**config.mk**
```make
export PLATFORM = sky130hd
export DESIGN_NAME = wall_update_scheduler
export DESIGN_NICKNAME = d
export VERILOG_FILES = /design/src/rtl/wall_cfg_pkg.sv /design/src/rtl/wall_shadow_regfile.sv /design/src/rtl/wall_update_scheduler.sv
export SDC_FILE = /design/constraint.sdc
export NUM_CORES = 1
export LEC_CHECK = 0
export ABC_AREA = 1
export BUFFER_PORTS_ARGS = -buffer_cell sky130_fd_sc_hd__clkbuf_2
export CORE_MARGIN = 2
export CORE_UTILIZATION = 56
export DETAILED_ROUTE_END_ITERATION = 8
export GPL_ROUTABILITY_DRIVEN = 0
export PLACE_DENSITY = 0.8
export SLEW_MARGIN = 0
export SYNTH_ARGS = -nofsm -noshare
export SYNTH_HDL_FRONTEND = slang
export SYNTH_SLANG_ARGS = --single-unit
```
**constraint.sdc**
```tcl
create_clock -name clk -period 2.1 [get_ports clk]
set_input_delay 0.21 -clock clk [delete_from_list [all_inputs] [get_ports clk]]
set_output_delay 0.21 -clock clk [all_outputs]
set_load 0.05 [all_outputs]
```
**src/rtl/wall_cfg_pkg.sv**
```systemverilog
// ---------------------------------------------------------------------------
// wall_cfg_pkg
// Shared types and constants for the wall configuration sequencer.
//   wus_state_t   : sequencer state (IDLE / ARMED / COPY)
//   wall_field_t  : renderer field selector (x0, x1, y0, y1)
//   ctrl_addr()   : CPU address of the control word for N walls
//   CTRL_*_BIT    : bit positions inside the control word
// ---------------------------------------------------------------------------
package wall_cfg_pkg;

  typedef enum logic [1:0] {
    IDLE  = 2'd0,
    ARMED = 2'd1,
    COPY  = 2'd2
  } wus_state_t;

  typedef enum logic [1:0] {
    F_X0 = 2'd0,
    F_X1 = 2'd1,
    F_Y0 = 2'd2,
    F_Y1 = 2'd3
  } wall_field_t;

  localparam int CTRL_COMMIT_BIT = 0;
  localparam int CTRL_CLR_BIT    = 1;

  // The control word sits directly after the 4*N shadow words.
  function automatic int ctrl_addr(input int n);
    return 4 * n;
  endfunction

endpackage

```
**src/rtl/wall_shadow_regfile.sv**
```systemverilog
// ---------------------------------------------------------------------------
// wall_shadow_regfile
// Shadow bank of DEPTH x WIDTH coordinate registers.
//   clk, rst_n  : clock, asynchronous active-low clear of every word
//   i_wr_en     : write strobe
//   i_wr_addr   : write word index
//   i_wr_data   : write data
//   i_rd_addr   : read word index
//   o_rd_data   : combinational read data
// ---------------------------------------------------------------------------
module wall_shadow_regfile #(
  parameter int DEPTH = 8,
  parameter int WIDTH = 11,
  parameter int AW    = (DEPTH > 1) ? $clog2(DEPTH) : 1
) (
  input  logic             clk,
  input  logic             rst_n,
  input  logic             i_wr_en,
  input  logic [AW-1:0]    i_wr_addr,
  input  logic [WIDTH-1:0] i_wr_data,
  input  logic [AW-1:0]    i_rd_addr,
  output logic [WIDTH-1:0] o_rd_data
);

  logic [WIDTH-1:0] r_word [DEPTH];

  always_ff @(posedge clk or negedge rst_n) begin
    if (!rst_n) begin
      for (int i = 0; i < DEPTH; i++) begin
        r_word[i] <= '0;
      end
    end else if (i_wr_en) begin
      r_word[i_wr_addr] <= i_wr_data;
    end
  end

  // Combinational read: the copy engine snapshots each word as it is replayed.
  assign o_rd_data = r_word[i_rd_addr];

endmodule

```
**src/rtl/wall_update_scheduler.sv**
```systemverilog
// ---------------------------------------------------------------------------
// wall_update_scheduler
// Buffers CPU stores of wall rectangles in a shadow bank and, once a commit
// is armed, replays the whole bank into the renderer write port during the
// next vertical blanking interval, one word per cycle.
//   clk, rst_n     : clock, asynchronous active-low reset
//   we_i           : CPU store strobe
//   addr_i         : {wall, field} for 0..4N-1, 4N = control word
//   data_i         : store data (control: bit0 commit, bit1 clear flags)
//   vblank_i       : vertical blanking level, synchronous to clk
//   wall_we_o      : renderer write strobe
//   wall_sel_o     : target wall index
//   wall_field_o   : target field (x0, x1, y0, y1)
//   wall_data_o    : coordinate, zero-extended
//   pending_o      : commit armed, waiting for a vblank rise
//   busy_o         : replay in progress
//   drop_o         : sticky, a CPU store hit the bank during replay
//   overrun_o      : sticky, vblank ended before replay finished
// ---------------------------------------------------------------------------
module wall_update_scheduler
  import wall_cfg_pkg::*;
#(
  parameter int N       = 2,
  parameter int COORD_W = 11,
  parameter int ADDR_W  = $clog2(4*N+1),
  parameter int SEL_W   = (N > 1) ? $clog2(N) : 1
) (
  input  logic              clk,
  input  logic              rst_n,
  input  logic              we_i,
  input  logic [ADDR_W-1:0] addr_i,
  input  logic [31:0]       data_i,
  input  logic              vblank_i,
  output logic              wall_we_o,
  output logic [SEL_W-1:0]  wall_sel_o,
  output logic [1:0]        wall_field_o,
  output logic [31:0]       wall_data_o,
  output logic              pending_o,
  output logic              busy_o,
  output logic              drop_o,
  output logic              overrun_o
);

  localparam int WORDS = 4 * N;
  localparam int IDX_W = $clog2(WORDS);
  localparam logic [ADDR_W-1:0] CTRL_ADDR = ADDR_W'(ctrl_addr(N));
  localparam logic [IDX_W-1:0]  LAST_IDX  = IDX_W'(WORDS - 1);

  wus_state_t         r_state;
  wus_state_t         w_state_next;
  logic [IDX_W-1:0]   r_idx;
  logic [IDX_W-1:0]   w_idx_next;
  logic               r_rearm;
  logic               w_rearm_next;
  logic               r_vblank_q;
  logic               r_drop;
  logic               r_overrun;

  logic               w_rise;
  logic               w_fall;
  logic               w_addr_shadow;
  logic               w_ctrl_wr;
  logic               w_commit;
  logic               w_clear;
  logic               w_copying;
  logic               w_shadow_wr;
  logic               w_store_dropped;
  logic [COORD_W-1:0] w_rd_data;
  logic [SEL_W-1:0]   w_idx_sel;
  wall_field_t        w_field;

  // Upper data bits carry no coordinate information.
  logic w_unused_data;
  assign w_unused_data = ^data_i[31:COORD_W];

  assign w_rise = vblank_i & ~r_vblank_q;
  assign w_fall = ~vblank_i & r_vblank_q;

  // Addresses above the control word fall through both decodes and are ignored.
  assign w_addr_shadow = (addr_i < CTRL_ADDR);
  assign w_ctrl_wr     = we_i & (addr_i == CTRL_ADDR);
  assign w_commit      = w_ctrl_wr & data_i[CTRL_COMMIT_BIT];
  assign w_clear       = w_ctrl_wr & data_i[CTRL_CLR_BIT];

  // Blocking stores while copying keeps the replayed set coherent.
  assign w_copying       = (r_state == COPY);
  assign w_shadow_wr     = we_i & w_addr_shadow & ~w_copying;
  assign w_store_dropped = we_i & w_addr_shadow & w_copying;

  wall_shadow_regfile #(
    .DEPTH (WORDS),
    .WIDTH (COORD_W),
    .AW    (IDX_W)
  ) u_shadow (
    .clk       (clk),
    .rst_n     (rst_n),
    .i_wr_en   (w_shadow_wr),
    .i_wr_addr (addr_i[IDX_W-1:0]),
    .i_wr_data (data_i[COORD_W-1:0]),
    .i_rd_addr (r_idx),
    .o_rd_data (w_rd_data)
  );

  // Replay index splits into {wall, field}; a single wall has no select bits.
  generate
    if (N > 1) begin : g_sel_multi
      assign w_idx_sel = r_idx[IDX_W-1:2];
    end else begin : g_sel_single
      assign w_idx_sel = '0;
    end
  endgenerate

  assign w_field = wall_field_t'(r_idx[1:0]);

  always_ff @(posedge clk or negedge rst_n) begin
    if (!rst_n) begin
      r_state    <= IDLE;
      r_idx      <= '0;
      r_rearm    <= 1'b0;
      r_vblank_q <= 1'b0;
    end else begin
      r_state    <= w_state_next;
      r_idx      <= w_idx_next;
      r_rearm    <= w_rearm_next;
      r_vblank_q <= vblank_i;
    end
  end

  always_comb begin
    w_state_next = r_state;
    w_idx_next   = r_idx;
    w_rearm_next = r_rearm;
    wall_we_o    = 1'b0;
    wall_sel_o   = '0;
    wall_field_o = '0;
    wall_data_o  = '0;
    case (r_state)
      IDLE: begin
        if (w_commit) begin
          w_state_next = ARMED;
        end
      end
      ARMED: begin
        // Commits here are redundant; only a vblank rise matters.
        if (w_rise) begin
          w_state_next = COPY;
          w_idx_next   = '0;
          w_rearm_next = 1'b0;
        end
      end
      COPY: begin
        wall_we_o    = 1'b1;
        wall_sel_o   = w_idx_sel;
        wall_field_o = w_field;
        wall_data_o  = 32'(w_rd_data);
        // A commit mid-replay is remembered and re-arms for the next frame.
        if (w_commit) begin
          w_rearm_next = 1'b1;
        end
        if (r_idx == LAST_IDX) begin
          w_state_next = (r_rearm | w_commit) ? ARMED : IDLE;
          w_idx_next   = '0;
          w_rearm_next = 1'b0;
        end else begin
          w_idx_next = r_idx + 1'b1;
        end
      end
      default: begin
        w_state_next = IDLE;
      end
    endcase
  end

  // Clear is applied before any set from the same cycle, so a coincident
  // event is never lost.
  always_ff @(posedge clk or negedge rst_n) begin
    if (!rst_n) begin
      r_drop    <= 1'b0;
      r_overrun <= 1'b0;
    end else begin
      r_drop    <= (r_drop & ~w_clear) | w_store_dropped;
      r_overrun <= (r_overrun & ~w_clear) | (w_copying & w_fall);
    end
  end

  assign busy_o    = w_copying;
  assign pending_o = (r_state == ARMED);
  assign drop_o    = r_drop;
  assign overrun_o = r_overrun;

endmodule

```
==> flow_metrics.tcl, run 1 <==
set metrics [dict create \
    outcome "finished, final reports clean" \
    power.switching_mw 2.57 \
    wl_met1_mm 4.87 \
    ioPinCount 80 \
    cts_sinks 97 \
    crit_family "buffers and inverters" \
    ff2ff_path_depth 8 \
    cp-start-kind "flip-flop" \
    grt_pass1_vias 3690 \
    syn_area_um2 4660 \
    worstSetupEndpointType "output pin" \
    seq_power_share_pct 42.6 \
    clkPwrFrac_pct 21.1 \
    maxSlewViolCount 0 \
    r2r-start "r_state[0]$_DFFE_PN0P_" \
    cts_tree "yes" \
    synth_top_family_by_area "compound AO/OA/AOI/OAI gates" \
    p_sw_share_pct 38.5 \
    ys_seq_area_share_pct 52.1 \
    layoutNonFillerInstCount 711 \
    powerDensity_nw_per_um2 1270 \
    synth_compound_area_share_pct 19.2 \
    root_buffer "clkbuf_8" \
    drt_iter0_drc 267 \
    grt_max_degree 58 \
    dieArea_um2 9060 \
    p_leak_nw 2.59 \
    grt_pass1_wl_mm 17.7 \
    max_slew_margin_pct 66.5 \
    power_frac_comb_pct 36.3 \
    final_area_um2 5270 \
    worst-path-buf-inv 3 \
    finalWirelength_mm 11.1 \
    crit_type "flip-flop to output pin" \
    skew_ps 7.18 \
    tightest_slew_ps 502 \
    hp-start "data_i[1]" \
    fin_hold_ws_ps 63.7 \
    syn_inst 569 \
    drive_above_1_share_pct 14.5 \
    top_layer_used "met4" \
    clk_path_buf_depth 2 \
    syn_avg_cell_area_um2 8.19 \
    fp-row-count 33 \
    n_antenna_cell 0 \
    power.total_mw 6.67 \
    via_per_inst 5.59 \
    antenna_found_initial 0 \
    h-tree-depth 3 \
    drt_first_pass_iters 5 \
    min_path_cells 3 \
    cts_buffers 9 \
    dp.cells 693 \
    path_max_fanout 25 \
    fmax_mhz 491 \
    max_stage_delay_ps 480 \
    place_area_um2 4930 \
    area_growth_syn_to_layout_pct 13.1 \
    grt.total_usage_pct 25.5 \
    clk_pin_slew_ps 90 \
    synth_seq_cells 97 \
    met3_length_um 832 \
    cp.required_ps 1890 \
    layout.nets 648 \
    rrSetupSlack_ps 260 \
    synthSimpleGateAreaFrac_pct 17.0 \
    fp.dieW_um 95.2 \
    cp_data_arrival_time_ps 1830 \
    port_buffers 37 \
    grt.overflow.total 0 \
    synthAdderAreaFrac_pct 1.61 \
    yosys_warnings 0 \
    ys_types 22 \
    synth_xor_area_share_pct 0 \
    drcViolationCount 0 \
    ant_nets 0 \
    worst_hold_path_type "input pin to flip-flop" \
    hold_violations 0 \
    vdd.ir_drop.worst_uv 663 \
    min_period_over_period_pct 97.0 \
    rsz0062_at_grt "yes" \
    finalCriticalPeriod_ps 2040 \
    timing.rr.end "u_shadow.r_word[29]$_DFFE_PN0P_" \
    synthMuxAreaShare_pct 0 \
    postCtsSetupBuffers 0 \
    vias 3978 \
    die_h_um 95.2 \
    worstSkewPairLatency_ps 360 \
    p_int_mw 4.10 \
    initial_utilization_pct 57.3 \
    routedWlPerCell_um 15.6 \
    core_um2 8130 \
    drv_cap 0 \
    finalSetupViolCount 0 \
    wl_met2_mm 5.23 \
    cp_slowest_cell "dfrtp_2" \
    crit_path_cell_trace "clkinv_1 > buf_8 > nor2_1 > o22ai_1 > nand3_1 > nand2_2 > buf_4" \
    worstHoldEndpoint "u_shadow.r_word[23]$_DFFE_PN0P_" \
    dp_hpwl_mm 6.98 \
]
stage by stage:
step | TNS [ps] | setup slack (ps) | utilization, %
after floorplan | 0 | 82.9 | -
after global placement | 0 | 348 | 60.6
after detailed placement | 0 | 293 | 60.6
after CTS | 0 | 8.17 | 63.9
after global routing | -5.57 | -4.15 | 64.7
final | 0 | 63.0 | 64.7
worst max-delay path by stage:
stage | start | end | cells past startpoint | slack, ps
2_1_floorplan | r_state[0]$_DFFE_PN0P_ | wall_data_o[1] | 8 | 80
3_3_place_gp | r_state[0]$_DFFE_PN0P_ | u_shadow.r_word[27]$_DFFE_PN0P_ | 7 | 350
3_5_place_dp | r_state[0]$_DFFE_PN0P_ | u_shadow.r_word[30]$_DFFE_PN0P_ | 7 | 290
4_1_cts | r_state[0]$_DFFE_PN0P_ | wall_data_o[0] | 8 | 8
5_1_grt | r_idx[0]$_DFFE_PN0P_ | wall_data_o[0] | 7 | -4
6_report | r_idx[0]$_DFFE_PN0P_ | wall_data_o[5] | 7 | 60
metal layers:
| layer | up-vias | track usage [%] |
|---|---|---|
| li1 | 1884 | - |
| met1 | 1888 | 34.6 |
| met2 | 183 | 40.6 |
| met3 | 23 | 4.43 |
| met4 | 0 | 10.7 |
| met5 | - | 0 |
cells in the final DEF, fill, tap and decap left out, drive strengths merged:
master	count
o21ai	138
nand2	120
dfrtp	97
nor2	49
inv	38
clkbuf	36
buf	30
a21oi	24
conb	21
nand3	15
o22ai	11
ha	6
nand4	4
nor3	4
bufinv	3
clkinv	3
clkinvlp	2
o31ai	2
dlygate4sd3	2
and3	1
sequential cells by signal, indices dropped and copies added, names as in the netlist:
register         flops
r_state              2
r_idx                3
overrun_o            1
r_vblank_q           1
r_rearm              1
drop_o               1
u_shadow.r_word     88
power by group through the flow:
stage | registers [mW] | logic [mW] | clock network [mW]
after global placement | 2.82 | 2.22 | 0
after floorplan | 2.83 | 1.71 | 0
after global routing | 2.91 | 2.70 | 1.50
after detailed placement | 2.85 | 2.28 | 0
final | 2.84 | 2.42 | 1.41
after CTS | 2.82 | 2.32 | 1.42
cell usage after synthesis:
cell / number / share of area (%)
nand3_1: 15 / 1.6
nand2_1: 119 / 9.6
o31ai_1: 2 / 0.32
ha_1: 6 / 1.6
a21oi_1: 24 / 2.6
nor3_4: 2 / 0.70
inv_1: 39 / 3.1
nand2_2: 1 / 0.13
nor3_1: 2 / 0.21
o21ai_0: 138 / 15
nand4_1: 4 / 0.54
and3_1: 1 / 0.13
buf_1: 1 / 0.081
o22ai_1: 11 / 1.5
dfrtp_1: 97 / 52
clkbuf_1: 24 / 1.9
conb_1: 1 / 0.081
nor2_4: 1 / 0.24
buf_4: 24 / 3.9
nor2_1: 48 / 3.9
clkinv_1: 1 / 0.081
buf_2: 8 / 0.86
layout make-up:
cell class	instances	area, µm²
well taps	105	131
flip-flops and latches	97	2430
inverters	40	154
clock inverters	6	108
clock buffers	9	124
repair buffers	59	454
multi-input cells	395	1870
fillers	678	2870
worst reg2reg max path, delay by kind of cell, from the launching register on:
kind,cells,cell delay (ps)
AOI/OAI and AO/OA,1,80
adders and majority gates,1,230
buffers and inverters,2,330
DFF,1,410
and+or+nand+nor,4,720
logic make-up after synthesis:
kind of cell / after synthesis
buffers and inverters: 97
other: 1
AOI/OAI and AO/OA: 175
adders and majority gates: 6
DFF: 97
and+or+nand+nor: 193
repair_timing:
action                                 CTS  global route
setup endpoints to repair                3            11
gates cloned                             0             1
hold buffers                             2             0
endpoints found under the hold margin   37             0
gates resized for setup                  6            33
pin swaps                                0             0
No activity file was read; power rests on OpenSTA's default activity.
==> run 2, diff against run 1 <==
SETUP_SLACK_MARGIN = 0.1   (was default)
==> flow_metrics.tcl, run 2 (synthesis results as in run 1) <==
set metrics [dict create \
    final_common_cell "o21ai_0" \
    worstSetupEndpointType "output pin" \
    powerDensity_nw_per_um2 1280 \
    fmax_mhz 474 \
    setup_tns_ps -7.55 \
    routedWlPerCell_um 16.3 \
    crit_path_cell_trace "clkinvlp_4 > buf_12 > buf_4 > nor2_1 > o22ai_1 > nand3_1 > nand2_2 > buf_8" \
    layout.nets 656 \
    layoutNonFillerInstCount 720 \
    cp_data_arrival_time_ps 1900 \
    vias 4101 \
    dieArea_um2 9060 \
    p_leak_nw 2.65 \
    outcome "finished, violations left" \
    layout_setup_ws_ps -7.55 \
    drv_cap 0 \
    grt.total_usage_pct 25.3 \
    fp.dieW_um 95.2 \
    finalWirelength_mm 11.7 \
    place_area_um2 4930 \
    n_antenna_cell 0 \
    worst_hold_path_type "input pin to flip-flop" \
    rsz0062_at_grt "yes" \
    most-common-layout-cells "o21ai_0, nand2_1, dfrtp_1, nor2_1, inv_1" \
    skew_ps 7.99 \
    fin_hold_ws_ps 62.9 \
    root_buffer "clkbuf_8" \
    path_max_fanout 8 \
    grt_pass1_wl_mm 17.7 \
    cts_tree "yes" \
    top_register "u_shadow.r_word" \
    final_area_um2 5520 \
    pre_cts_slack_ps 275 \
    cp.required_ps 1890 \
    drt_first_pass_iters 5 \
    h-tree-depth 3 \
    hold_violations 0 \
    ant_nets 0 \
    crit_type "flip-flop to output pin" \
    grt_pass1_vias 3670 \
    finalSetupViolCount 1 \
    violations "setup timing" \
    worstSkewPairLatency_ps 360 \
    cts_buffers 9 \
    finalCriticalPeriod_ps 2110 \
    area_growth_syn_to_layout_pct 18.5 \
    via_per_inst 5.70 \
    power.total_mw 7.09 \
    cp-start-kind "flip-flop" \
    ioPinCount 80 \
    clk_path_buf_depth 2 \
    cp_slowest_cell "dfrtp_2" \
    drive_above_1_share_pct 18.7 \
    initial_utilization_pct 57.3 \
    fp-row-count 33 \
    vdd.ir_drop.worst_uv 497 \
    utilization_pct 67.9 \
    port_buffers 37 \
    top_regs "u_shadow.r_word: 88 flops, r_idx: 3 flops, r_state: 2 flops" \
    max_stage_delay_ps 440 \
    drcViolationCount 0 \
    antenna_found_initial 0 \
    maxSlewViolCount 0 \
    core_um2 8130 \
    cts_sinks 97 \
    grt.overflow.total 0 \
    min_period_over_period_pct 100 \
    grt_max_degree 47 \
    largest_register_ffs 88 \
    dp_hpwl_mm 7.13 \
    dp.cells 692 \
    die_h_um 95.2 \
    drt_iter0_drc 363 \
    clk_pin_slew_ps 100 \
]
## run 2: power by group
group          internal (mW)  switching [mW]  leakage (nW)  total (mW)
Sequential              2.50           0.367          1.20        2.87
Clock                  0.671           0.663         0.106        1.33
Combinational           1.08            1.80          1.34        2.88
Total                   4.25            2.83          2.65        7.09
## run 2: final timing paths
kind | startpoint | endpoint | slack, ps | cells after the start
max in group asynchronous | rst_n | u_shadow.r_word[62]$_DFFE_PN0P_ | 1140 | 3
hold / removal | data_i[8] | u_shadow.r_word[30]$_DFFE_PN0P_ | 60 | 3
setup reg to reg | r_state[1]$_DFFE_PN0P_ | u_shadow.r_word[51]$_DFFE_PN0P_ | 290 | 7
hold reg to reg | u_shadow.r_word[61]$_DFFE_PN0P_ | u_shadow.r_word[61]$_DFFE_PN0P_ | 490 | 2
setup / recovery | r_idx[0]$_DFFE_PN0P_ | wall_data_o[9] | -8 | 8
min in group asynchronous | rst_n | u_shadow.r_word[66]$_DFFE_PN0P_ | 320 | 2
## run 2: area by class of cell
class                   count  area (µm²)
fillers                   574        2620
multi-input cells         395        1940
repair inverters            1        7.51
well taps                 105         131
flip-flops and latches     97        2430
inverters                  40         161
repair buffers             66         628
clock buffers               9         124
clock inverters             7        93.8
## run 2: routing by layer
metal	global-route usage [%]	wire length [µm]	up-vias
li1	-	-	1902
met1	36.5	5020	1965
met2	40.1	5590	203
met3	3.08	839	31
met4	8.33	278	0
met5	0	0	-
## run 2: what timing repair did
| item | CTS | global route |
|---|---|---|
| resized for setup | 22 | 75 |
| pin swaps | 0 | 22 |
| setup endpoints to repair | 13 | 14 |
| buffers inserted | 1 | 6 |
| cloned | 1 | 2 |
| endpoints found under the hold margin | 30 | 0 |
| hold buffers | 2 | 0 |
## run 2: worst max-delay path, delay by kind of cell (launching register included)
family | cells | cell delay (ps)
simple gates | 3 | 350
flops | 1 | 440
buf+inv | 4 | 590
compound gates | 1 | 130
==> run 3, diff against run 2 <==
CORE_UTILIZATION = 57   (was 56)
GPL_ROUTABILITY_DRIVEN = default   (was 0)
SYNTH_HIERARCHICAL = 1   (was default)
==> flow_metrics.tcl, run 3 <==
set metrics [dict create \
    outcome "finished, final reports clean" \
    gr-usage-met3_pct 5.76 \
    final_area_um2 5830 \
    grt.overflow.total 0 \
    synthAdderAreaFrac_pct 1.45 \
    top_regs "u_shadow/r_word: 88 flops, r_idx: 3 flops, r_state: 2 flops" \
    syn_avg_cell_area_um2 7.20 \
    grt_max_degree 45 \
    min_period_over_period_pct 94.9 \
    async_reset_ff_share_pct 100 \
    dp.cells 849 \
    drt_iter0_drc 410 \
    routedWlPerCell_um 14.5 \
    grt.total_usage_pct 26.0 \
    tightest_slew_ps 505 \
    cp_slowest_cell "dfrtp_2" \
    drt_first_pass_iters 6 \
    busiest_layer "met2" \
    synth_top_area_share_pct 47.0 \
    die_h_um 99.2 \
    core_um2 8760 \
    power_frac_comb_pct 45.8 \
    cp_data_arrival_time_ps 1780 \
    maxSlewViolCount 0 \
    yosys_warnings 6 \
    synthMostInstantiatedCell "nand2_1" \
    rsz0062_at_grt "yes" \
    power.total_mw 7.53 \
    place_area_um2 5480 \
    utilization_pct 66.5 \
    vias 4530 \
    worst-path-buf-inv 4 \
    fin_hold_ws_ps 69.7 \
    synthMuxAreaShare_pct 0 \
    vdd.ir_drop.worst_uv 598 \
    layout_setup_ws_ps 107 \
    drv_cap 0 \
    seq_power_share_pct 37.8 \
    grt_pass1_wl_mm 20.3 \
    max_slew_margin_pct 66.4 \
    final_common_cell "nand2_1" \
    cp-start-kind "flip-flop" \
    cp_common_cell "nand2_1" \
    power.switching_mw 3.24 \
    p_int_mw 4.29 \
    hold_violations 0 \
    crit_path_cell_trace "inv_4 > clkbuf_16 > nand2_1 > nand3_1 > nand2_1 > nand2_1 > nand2_1 > nand2_1 > inv_1 > clkbuf_4" \
    powerDensity_nw_per_um2 1290 \
    p_leak_nw 3.27 \
    dp_hpwl_mm 8.10 \
    grt_pass1_vias 4353 \
    synth_xor_area_share_pct 0 \
    clkPwrFrac_pct 16.5 \
    ioPinCount 80 \
    grt_util_met1_pct 36.8 \
    setup_tns_ps 0 \
    postCtsSetupBuffers 0 \
    syn_area_um2 5170 \
    synth_edf_count 0 \
    h-tree-depth 3 \
    use_met2_pct 40.4 \
    max_stage_delay_ps 460 \
    netlist_top_cells_count "nand2_1, inv_1, dfrtp_1" \
    yosys.area.top_type "dfrtp_1" \
    crit_family "buffers and inverters" \
    skew_ps 8.86 \
    fmax_mhz 502 \
    n_antenna_cell 0 \
    synthFlopType "dfrtp_1" \
    cts_sinks 97 \
    synth_area_leaders "dfrtp_1, nand2_1, inv_1" \
    fp-row-count 34 \
    layoutNonFillerInstCount 869 \
    p_sw_share_pct 43.0 \
    ys_seq_area_share_pct 47.0 \
    most-common-layout-cells "nand2_1, inv_1, dfrtp_1, o21ai_0, nand3_1" \
    area_growth_syn_to_layout_pct 12.8 \
    layout.nets 802 \
    cp.required_ps 1890 \
    globalplace.congestion 0.831 \
    path_max_fanout 22 \
    pre_cts_slack_ps 288 \
    dieArea_um2 9840 \
    synthSimpleGateAreaFrac_pct 25.6 \
    port_buffers 37 \
    root_buffer "clkbuf_8" \
    top_register "u_shadow/r_word" \
    initial_utilization_pct 59.0 \
    synth_seq_cells 97 \
    synth_top_family_by_area "simple AND/OR/NAND/NOR gates" \
    crit_type "flip-flop to output pin" \
    finalSetupViolCount 0 \
    largest_register_ffs 88 \
    cts_tree "yes" \
    worstSkewPairLatency_ps 370 \
    clk_pin_slew_ps 90 \
    fp.dieW_um 99.2 \
    cts_buffers 9 \
    synth_compound_area_share_pct 9.83 \
    antenna_found_initial 0 \
    worstSetupEndpointType "output pin" \
    ys_types 25 \
    finalWirelength_mm 12.6 \
    finalCriticalPeriod_ps 1990 \
    worst_hold_path_type "input pin to flip-flop" \
    drcViolationCount 0 \
    clk_path_buf_depth 2 \
    drive_above_1_share_pct 13.3 \
    ant_nets 0 \
    syn_inst 718 \
    via_per_inst 5.21 \
]
run 3: worst paths after layout:
check	slack, ps	depth (start not counted)	endpoint	from
setup / recovery	110	10	wall_data_o[4]	r_idx[0]$_DFFE_PN0P_
hold / removal	70	2	drop_o$_DFF_PN0_	addr_i[3]
setup reg to reg	250	9	u_shadow/r_word[15]$_DFFE_PN0P_	r_state[0]$_DFFE_PN0P_
hold reg to reg	490	2	u_shadow/r_word[48]$_DFFE_PN0P_	u_shadow/r_word[48]$_DFFE_PN0P_
max in group asynchronous	1100	3	u_shadow/r_word[40]$_DFFE_PN0P_	rst_n
min in group asynchronous	360	2	u_shadow/r_word[52]$_DFFE_PN0P_	rst_n
run 3: power groups by stage:
| stage | clock network (mW) | registers [mW] | logic, mW |
|---|---|---|---|
| 2_1_floorplan | 0 | 2.86 | 2.35 |
| 6_report | 1.24 | 2.84 | 3.45 |
| 4_1_cts | 1.26 | 2.82 | 3.24 |
| 3_3_place_gp | 0 | 2.82 | 3.10 |
| 3_5_place_dp | 0 | 2.85 | 3.19 |
| 5_1_grt | 1.33 | 2.92 | 3.86 |
run 3: final cells by class:
cell class              count  area (µm²)
fillers                   729        2940
flip-flops and latches     97        2430
multi-input cells         452        1990
repair buffers             62         561
inverters                 134         505
clock buffers              11         141
well taps                 108         135
clock inverters             5        62.6
run 3: per-layer routing:
metal / wire length [µm] / up-vias
li1: - / 2195
met1: 5330 / 2097
met2: 5930 / 216
met3: 1160 / 22
met4: 162 / 0
met5: 0 / -
run 3: logic make-up after synthesis:
logic type | Yosys count
other cells | 1
compound gates | 99
flops | 97
simple gates | 326
fa+ha+maj | 6
buf+inv | 189
run 3: repair_timing:
| item | in CTS | in global routing |
|---|---|---|
| hold buffers | 2 | 0 |
| gates cloned | 0 | 2 |
| gates resized for setup | 10 | 19 |
| hold endpoints to repair | 35 | 0 |
| endpoints found under the setup margin | 9 | 35 |
